[src/rtl/rasterizer_pkg.sv]
`default_nettype none
// ============================================================================
// Package  : rasterizer_pkg
// Brief    : Shared types and constants for the depth-test / write-back stage
// Revision : 1.0
// ============================================================================
package rasterizer_pkg;

    typedef struct packed {
        logic [25:0] addr;
        logic [23:0] color;
        logic [31:0] old_depth;
        logic [31:0] new_depth;
    } frag_t;

    typedef enum logic [1:0] {
        IDLE     = 2'd0,
        WR_COLOR = 2'd1,
        WR_DEPTH = 2'd2
    } state_t;

    localparam logic [3:0]  BE_COLOR     = 4'b0111;
    localparam logic [3:0]  BE_DEPTH     = 4'b1111;
    localparam logic [25:0] DEPTH_OFFSET = 26'd4;

    // Smaller depth is closer; ties pass only when pass_equal is set.
    function automatic logic depth_test(input logic [31:0] new_depth,
                                        input logic [31:0] old_depth,
                                        input logic        pass_equal);
        return (new_depth < old_depth) || (pass_equal && (new_depth == old_depth));
    endfunction

endpackage
`default_nettype wire

[src/rtl/rasterizer_frag_fifo.sv]
`default_nettype none
// ============================================================================
// Module   : rasterizer_frag_fifo
// Brief    : Show-ahead fragment buffer with full/empty/almost-full status
// Revision : 1.0
// ============================================================================
module rasterizer_frag_fifo
    import rasterizer_pkg::*;
#(
    parameter int FIFO_DEPTH = 16,
    parameter int AF_MARGIN  = 4
) (
    input  logic                          clock,
    input  logic                          reset,
    input  logic                          push,
    input  frag_t                         push_data,
    input  logic                          pop,
    output frag_t                         head,
    output logic                          full,
    output logic                          empty,
    output logic [$clog2(FIFO_DEPTH):0]   count,
    output logic                          almost_full
);

    localparam int AW = $clog2(FIFO_DEPTH);
    localparam int CW = AW + 1;
    localparam logic [CW-1:0] C_FULL_LEVEL = CW'(FIFO_DEPTH);
    localparam logic [CW-1:0] C_AF_LEVEL   = CW'(FIFO_DEPTH - AF_MARGIN);

    frag_t           r_mem [FIFO_DEPTH];
    logic [AW-1:0]   r_wr_ptr;
    logic [AW-1:0]   r_rd_ptr;
    logic [CW-1:0]   r_count;
    logic            w_do_push;
    logic            w_do_pop;

    assign empty       = (r_count == '0);
    assign full        = (r_count == C_FULL_LEVEL);
    assign almost_full = (r_count >= C_AF_LEVEL);
    assign count       = r_count;
    assign head        = r_mem[r_rd_ptr];

    // A simultaneous pop frees the slot, so a push is still taken when full.
    assign w_do_pop  = pop && !empty;
    assign w_do_push = push && (!full || w_do_pop);

    always_ff @(posedge clock) begin
        if (reset) begin
            r_wr_ptr <= '0;
            r_rd_ptr <= '0;
            r_count  <= '0;
        end else begin
            if (w_do_push) begin
                r_wr_ptr <= r_wr_ptr + 1'b1;
            end
            if (w_do_pop) begin
                r_rd_ptr <= r_rd_ptr + 1'b1;
            end
            case ({w_do_push, w_do_pop})
                2'b10:   r_count <= r_count + 1'b1;
                2'b01:   r_count <= r_count - 1'b1;
                default: r_count <= r_count;
            endcase
        end
    end

    always_ff @(posedge clock) begin
        if (w_do_push) begin
            r_mem[r_wr_ptr] <= push_data;
        end
    end

endmodule
`default_nettype wire

[src/rtl/rasterizer_depth_write.sv]
`default_nettype none
// ============================================================================
// Module   : rasterizer_depth_write
// Brief    : Depth test on fetched fragments; writes colour+depth via Avalon-MM
// Revision : 1.0
// ============================================================================
module rasterizer_depth_write
    import rasterizer_pkg::*;
#(
    parameter int   FIFO_DEPTH = 16,
    parameter int   AF_MARGIN  = 4,
    parameter logic PASS_EQUAL = 1'b0
) (
    input  logic        clock,
    input  logic        reset,
    input  logic        input_valid,
    input  logic [25:0] addr_in,
    input  logic [23:0] color_in,
    input  logic [31:0] old_depth_in,
    input  logic [31:0] new_depth_in,
    output logic        wait_request,
    output logic [25:0] master_address,
    output logic        master_write,
    output logic        master_read,
    output logic [3:0]  master_byteenable,
    output logic [31:0] master_writedata,
    input  logic        master_waitrequest,
    output logic        busy,
    output logic [31:0] pass_count,
    output logic [31:0] fail_count,
    output logic        overflow
);

    frag_t                        w_in_frag;
    frag_t                        w_head;
    logic                         w_full;
    logic                         w_empty;
    logic                         w_almost_full;
    logic [$clog2(FIFO_DEPTH):0]  w_count;
    logic                         w_head_pass;

    state_t                       r_state;
    state_t                       w_state_next;
    logic                         w_pop;
    logic                         w_fail_inc;
    logic                         w_pass_inc;

    logic [25:0]                  r_addr;
    logic [23:0]                  r_color;
    logic [31:0]                  r_new_depth;

    logic                         r_master_write;
    logic [25:0]                  r_master_address;
    logic [31:0]                  r_master_writedata;
    logic [3:0]                   r_master_byteenable;
    logic [31:0]                  r_pass_count;
    logic [31:0]                  r_fail_count;
    logic                         r_overflow;

    assign w_in_frag = '{addr: addr_in, color: color_in,
                         old_depth: old_depth_in, new_depth: new_depth_in};

    rasterizer_frag_fifo #(
        .FIFO_DEPTH (FIFO_DEPTH),
        .AF_MARGIN  (AF_MARGIN)
    ) u_fifo (
        .clock       (clock),
        .reset       (reset),
        .push        (input_valid),
        .push_data   (w_in_frag),
        .pop         (w_pop),
        .head        (w_head),
        .full        (w_full),
        .empty       (w_empty),
        .count       (w_count),
        .almost_full (w_almost_full)
    );

    assign w_head_pass = depth_test(w_head.new_depth, w_head.old_depth, PASS_EQUAL);

    always_ff @(posedge clock) begin
        if (reset) begin
            r_state <= IDLE;
        end else begin
            r_state <= w_state_next;
        end
    end

    // WR_COLOR only advances once the registered write strobe is actually on the bus.
    always_comb begin
        w_state_next = r_state;
        w_pop        = 1'b0;
        w_fail_inc   = 1'b0;
        w_pass_inc   = 1'b0;
        case (r_state)
            IDLE: begin
                if (!w_empty) begin
                    w_pop = 1'b1;
                    if (w_head_pass) begin
                        w_state_next = WR_COLOR;
                    end else begin
                        w_fail_inc = 1'b1;
                    end
                end
            end
            WR_COLOR: begin
                if (r_master_write && !master_waitrequest) begin
                    w_state_next = WR_DEPTH;
                end
            end
            WR_DEPTH: begin
                if (!master_waitrequest) begin
                    w_state_next = IDLE;
                    w_pass_inc   = 1'b1;
                end
            end
            default: begin
                w_state_next = IDLE;
            end
        endcase
    end

    always_ff @(posedge clock) begin
        if (reset) begin
            r_addr      <= '0;
            r_color     <= '0;
            r_new_depth <= '0;
        end else if (w_pop) begin
            r_addr      <= w_head.addr;
            r_color     <= w_head.color;
            r_new_depth <= w_head.new_depth;
        end
    end

    always_ff @(posedge clock) begin
        if (reset) begin
            r_master_write      <= 1'b0;
            r_master_address    <= '0;
            r_master_writedata  <= '0;
            r_master_byteenable <= '0;
        end else begin
            case (r_state)
                WR_COLOR: begin
                    if (!r_master_write) begin
                        r_master_write      <= 1'b1;
                        r_master_address    <= r_addr;
                        r_master_writedata  <= {8'h00, r_color};
                        r_master_byteenable <= BE_COLOR;
                    end else if (!master_waitrequest) begin
                        r_master_address    <= r_addr + DEPTH_OFFSET;
                        r_master_writedata  <= r_new_depth;
                        r_master_byteenable <= BE_DEPTH;
                    end
                end
                WR_DEPTH: begin
                    if (!master_waitrequest) begin
                        r_master_write      <= 1'b0;
                        r_master_address    <= '0;
                        r_master_writedata  <= '0;
                        r_master_byteenable <= '0;
                    end
                end
                default: begin
                    r_master_write <= 1'b0;
                end
            endcase
        end
    end

    always_ff @(posedge clock) begin
        if (reset) begin
            r_pass_count <= '0;
            r_fail_count <= '0;
            r_overflow   <= 1'b0;
        end else begin
            if (w_pass_inc) begin
                r_pass_count <= r_pass_count + 32'd1;
            end
            if (w_fail_inc) begin
                r_fail_count <= r_fail_count + 32'd1;
            end
            if (input_valid && w_full && !w_pop) begin
                r_overflow <= 1'b1;
            end
        end
    end

    assign wait_request      = w_almost_full;
    assign busy              = (w_count != '0) || (r_state != IDLE);
    assign master_write      = r_master_write;
    assign master_read       = 1'b0;
    assign master_address    = r_master_address;
    assign master_writedata  = r_master_writedata;
    assign master_byteenable = r_master_byteenable;
    assign pass_count        = r_pass_count;
    assign fail_count        = r_fail_count;
    assign overflow          = r_overflow;

endmodule
`default_nettype wire

[config.mk]
export PLATFORM = sky130hd
export DESIGN_NAME = rasterizer_depth_write
export DESIGN_NICKNAME = d
export VERILOG_FILES = /design/src/rtl/rasterizer_pkg.sv /design/src/rtl/rasterizer_frag_fifo.sv /design/src/rtl/rasterizer_depth_write.sv
export SDC_FILE = /design/constraint.sdc
export NUM_CORES = 2
export LEC_CHECK = 0
export ABC_CLOCK_PERIOD_IN_PS = 9450
export CORE_ASPECT_RATIO = 1.5
export CORE_MARGIN = 2
export CORE_UTILIZATION = 55
export DETAILED_ROUTE_END_ITERATION = 7
export GPL_TIMING_DRIVEN = 0
export PLACE_DENSITY_LB_ADDON = 0.2
export SLEW_MARGIN = 20
export SYNTH_ARGS = -nofsm -noshare
export SYNTH_HDL_FRONTEND = slang
export SYNTH_SLANG_ARGS = --single-unit
[constraint.sdc]
create_clock -name clock -period 9.45 [get_ports clock]
set_clock_uncertainty 0.1 [all_clocks]
set_input_delay 0.945 -clock clock [delete_from_list [all_inputs] [get_ports clock]]
set_output_delay 0.945 -clock clock [all_outputs]
set_load 0.02 [all_outputs]
==> results.json <==
{
  "status": "completed",
  "synth_area_um2": 78500,
  "clkLatencyLatePin_ns": 0.82,
  "critPathMaxFanout": 10,
  "setup.worst_path.end_class": "flip-flop",
  "setup_ws_ns": 2.09,
  "core_um2": 141000,
  "switching_share": 0.284,
  "routed_wirelength_um": 199000,
  "fin_crit_ns": 7.36,
  "yosysTopAreaCell": "edfxtp_1",
  "ys_seq_area_frac": 0.756,
  "ant_nets": 0,
  "postCtsSetupBuffers": 0,
  "grt_max_degree": 19,
  "seq_power_share": 0.451,
  "synthCells": 3813,
  "dr.first_iter.drc_count": 4770,
  "clockBufferDepth": 3,
  "place_ws_ns": 2.07,
  "htree_num_levels": 4,
  "fin_cells": 6422,
  "io_buffers": 246,
  "netlist_top_cells_count": "edfxtp_1 (1,824), mux4_2 (565), dfxtp_1 (227)",
  "synth.most_common_cell": "edfxtp_1",
  "ys_warn_count": 0,
  "areaGrowthSynthToFinish_pct": 17.5,
  "die_h_um": 467,
  "cts_made_buffers": 180,
  "slew_violations": 0,
  "vias": 40559,
  "finalCritPeriodShare": 0.779,
  "hp-class": "reg2reg",
  "pwr_density_cell_nw_per_um2": 251,
  "path_class": "reg2reg",
  "synth_edf_count": 1824,
  "grt_pass1_wl_um": 286000,
  "p_leak_nw": 28.9,
  "syn-mean-instance-area_um2": 20.6,
  "dieWidth_um": 312,
  "rrSetupSlack_ns": 2.09,
  "p_clk_frac": 0.315,
  "layout-drive-gt1-share": 0.234,
  "ir_worst_vdd_uv": 213,
  "crit_path_start_kind": "flip-flop",
  "drv_cap": 0,
  "synth_top_area_frac": 0.698,
  "ys_types": 53,
  "syn_nets": 3975,
  "rows": 169,
  "antenna_found_initial": 24,
  "fmax_mhz": 136,
  "ioPinCount": 249,
  "dp_cells": 6083,
  "overflow": 0,
  "wl_per_cell_um": 31.0,
  "synth_area_leaders": "edfxtp_1 (70%), mux4_2 (16%), dfxtp_1 (5.8%)",
  "dr.pass1.iters": 5,
  "grt_pass1_vias": 40590,
  "required_ns": 10.10,
  "cts_tree": "yes",
  "grt_usage": 0.277,
  "worstPathArrival_ns": 8.01,
  "p_switching_mw": 6.56,
  "vias_per_cell": 6.32,
  "rsz0062_at_grt": "false",
  "synth_ff_type": "edfxtp_1",
  "hold_buffers": 0,
  "gp_congestion": 0.866,
  "synthArstFlopShare": 0,
  "setup_viol": 0,
  "cts_resized": 0,
  "dieArea_um2": 146000,
  "dp_hpwl_um": 132000,
  "worstMarginPinSlew_ns": 1.12,
  "slew_headroom": 0.256,
  "p_int_mw": 16.6,
  "clock-sinks": 2051,
  "synth-seq-cells": 2051,
  "initial_core_util": 0.555,
  "fin_nets": 4548,
  "power.total_mw": 23.1,
  "final-hold-violation-count": 0,
  "clk_transition_reported_paths_ns": 0.07,
  "combPwrFrac": 0.235,
  "drc": 0,
  "cts_root_buf": "clkbuf_16"
}
-- per-layer routing --
layer	track usage	share of wire	vias to the layer above
li1	-	-	16738
met3	0.0613	0.086	352
met2	0.450	0.49	1884
met4	0.0946	0.034	42
met5	0	0.0014	-
met1	0.374	0.39	21543
-- registers in the layout, summed over array words and instances (netlist names), 2 cells and up, named ones only --
| name | flops |
|---|---|
| fail_count | 32 |
| master_address | 26 |
| master_byteenable | 2 |
| master_writedata | 32 |
| pass_count | 32 |
| r_addr | 26 |
| r_color | 24 |
| r_new_depth | 32 |
| r_state | 2 |
| u_fifo.count | 5 |
| u_fifo.r_mem | 1824 |
| u_fifo.r_rd_ptr | 4 |
| u_fifo.r_wr_ptr | 4 |
-- through the flow --
step	area, um2	hold WS, ns	util	TNS [ns]
3_3_place_gp	83300	0.345	0.589	-8405.22
3_5_place_dp	86400	0.350	0.611	0
4_1_cts	92100	0.358	0.651	0
2_1_floorplan	78500	0.332	-	0
5_1_grt	92200	0.373	0.652	0
6_report	92200	0.357	0.652	0
-- worst max-delay path, stage by stage, from the launching register on --
cell,delay (ns)
dfxtp_1,0.31
buf_4,0.21
buf_2,0.38
buf_2,0.37
clkbuf_1,0.86
buf_1,0.70
mux4_2,0.42
mux4_2,0.52
inv_1,0.20
ha_1,0.17
nand4_1,0.28
nor4_2,0.79
o221ai_1,0.45
o211ai_1,0.37
a211oi_4,0.13
clkbuf_1,0.27
or4_1,0.55
a21oi_1,0.15
-- cell families after synthesis --
| family | Yosys count | synth area share |
|---|---|---|
| DFF | 2051 | 0.756 |
| muxes | 606 | 0.168 |
| and+or+nand+nor | 543 | 0.0311 |
| buffers and inverters | 258 | 0.0131 |
| AOI/OAI and AO/OA | 248 | 0.0182 |
| xor gates and xnor gates | 62 | 0.00692 |
| adders and majority gates | 44 | 0.00711 |
| other | 1 | 0.0000478 |
-- layout by cell type, fill, tap and decap left out, drive strengths merged, types with 28 or more instances in the layout --
master,count
dfxtp,227
nand3,38
inv,65
xor2,38
edfxtp,1824
clkbuf,349
clkinv,79
mux4,565
nand2,212
nand4,31
clkdlybuf4s50,246
a22oi,28
mux2i,32
a21oi,164
ha,43
buf,224
nor2,170
-- power by group through the flow --
stage               logic (mW)  registers, mW  clock network [mW]
finish                    5.43           10.4                7.28
global route              5.75           10.5                7.70
CTS                       5.47           10.4                7.38
detailed placement        5.43           10.6                   0
global placement          5.28           10.6                   0
floorplan                 3.42           10.6                   0
-- final timing paths --
kind,startpoint,to,depth (start not counted)
max,flip-flop,fail_count[12],17
min,r_new_depth[28],r_new_depth[28],2
max reg2reg,flip-flop,fail_count[12],17
min reg2reg,r_new_depth[28],r_new_depth[28],2
-- area by class of cell --
| type | count | area, um2 |
|---|---|---|
| antenna | 4 | 10.0 |
| buffer | 203 | 855 |
| clock buffer | 225 | 4810 |
| clock inverter | 108 | 961 |
| fill | 9188 | 49300 |
| inverter | 55 | 206 |
| multi-input combinational | 1504 | 18300 |
| sequential | 2051 | 59300 |
| tap | 1881 | 2350 |
| timing repair buffer | 391 | 5420 |
(Power assumes the default switching activity.)
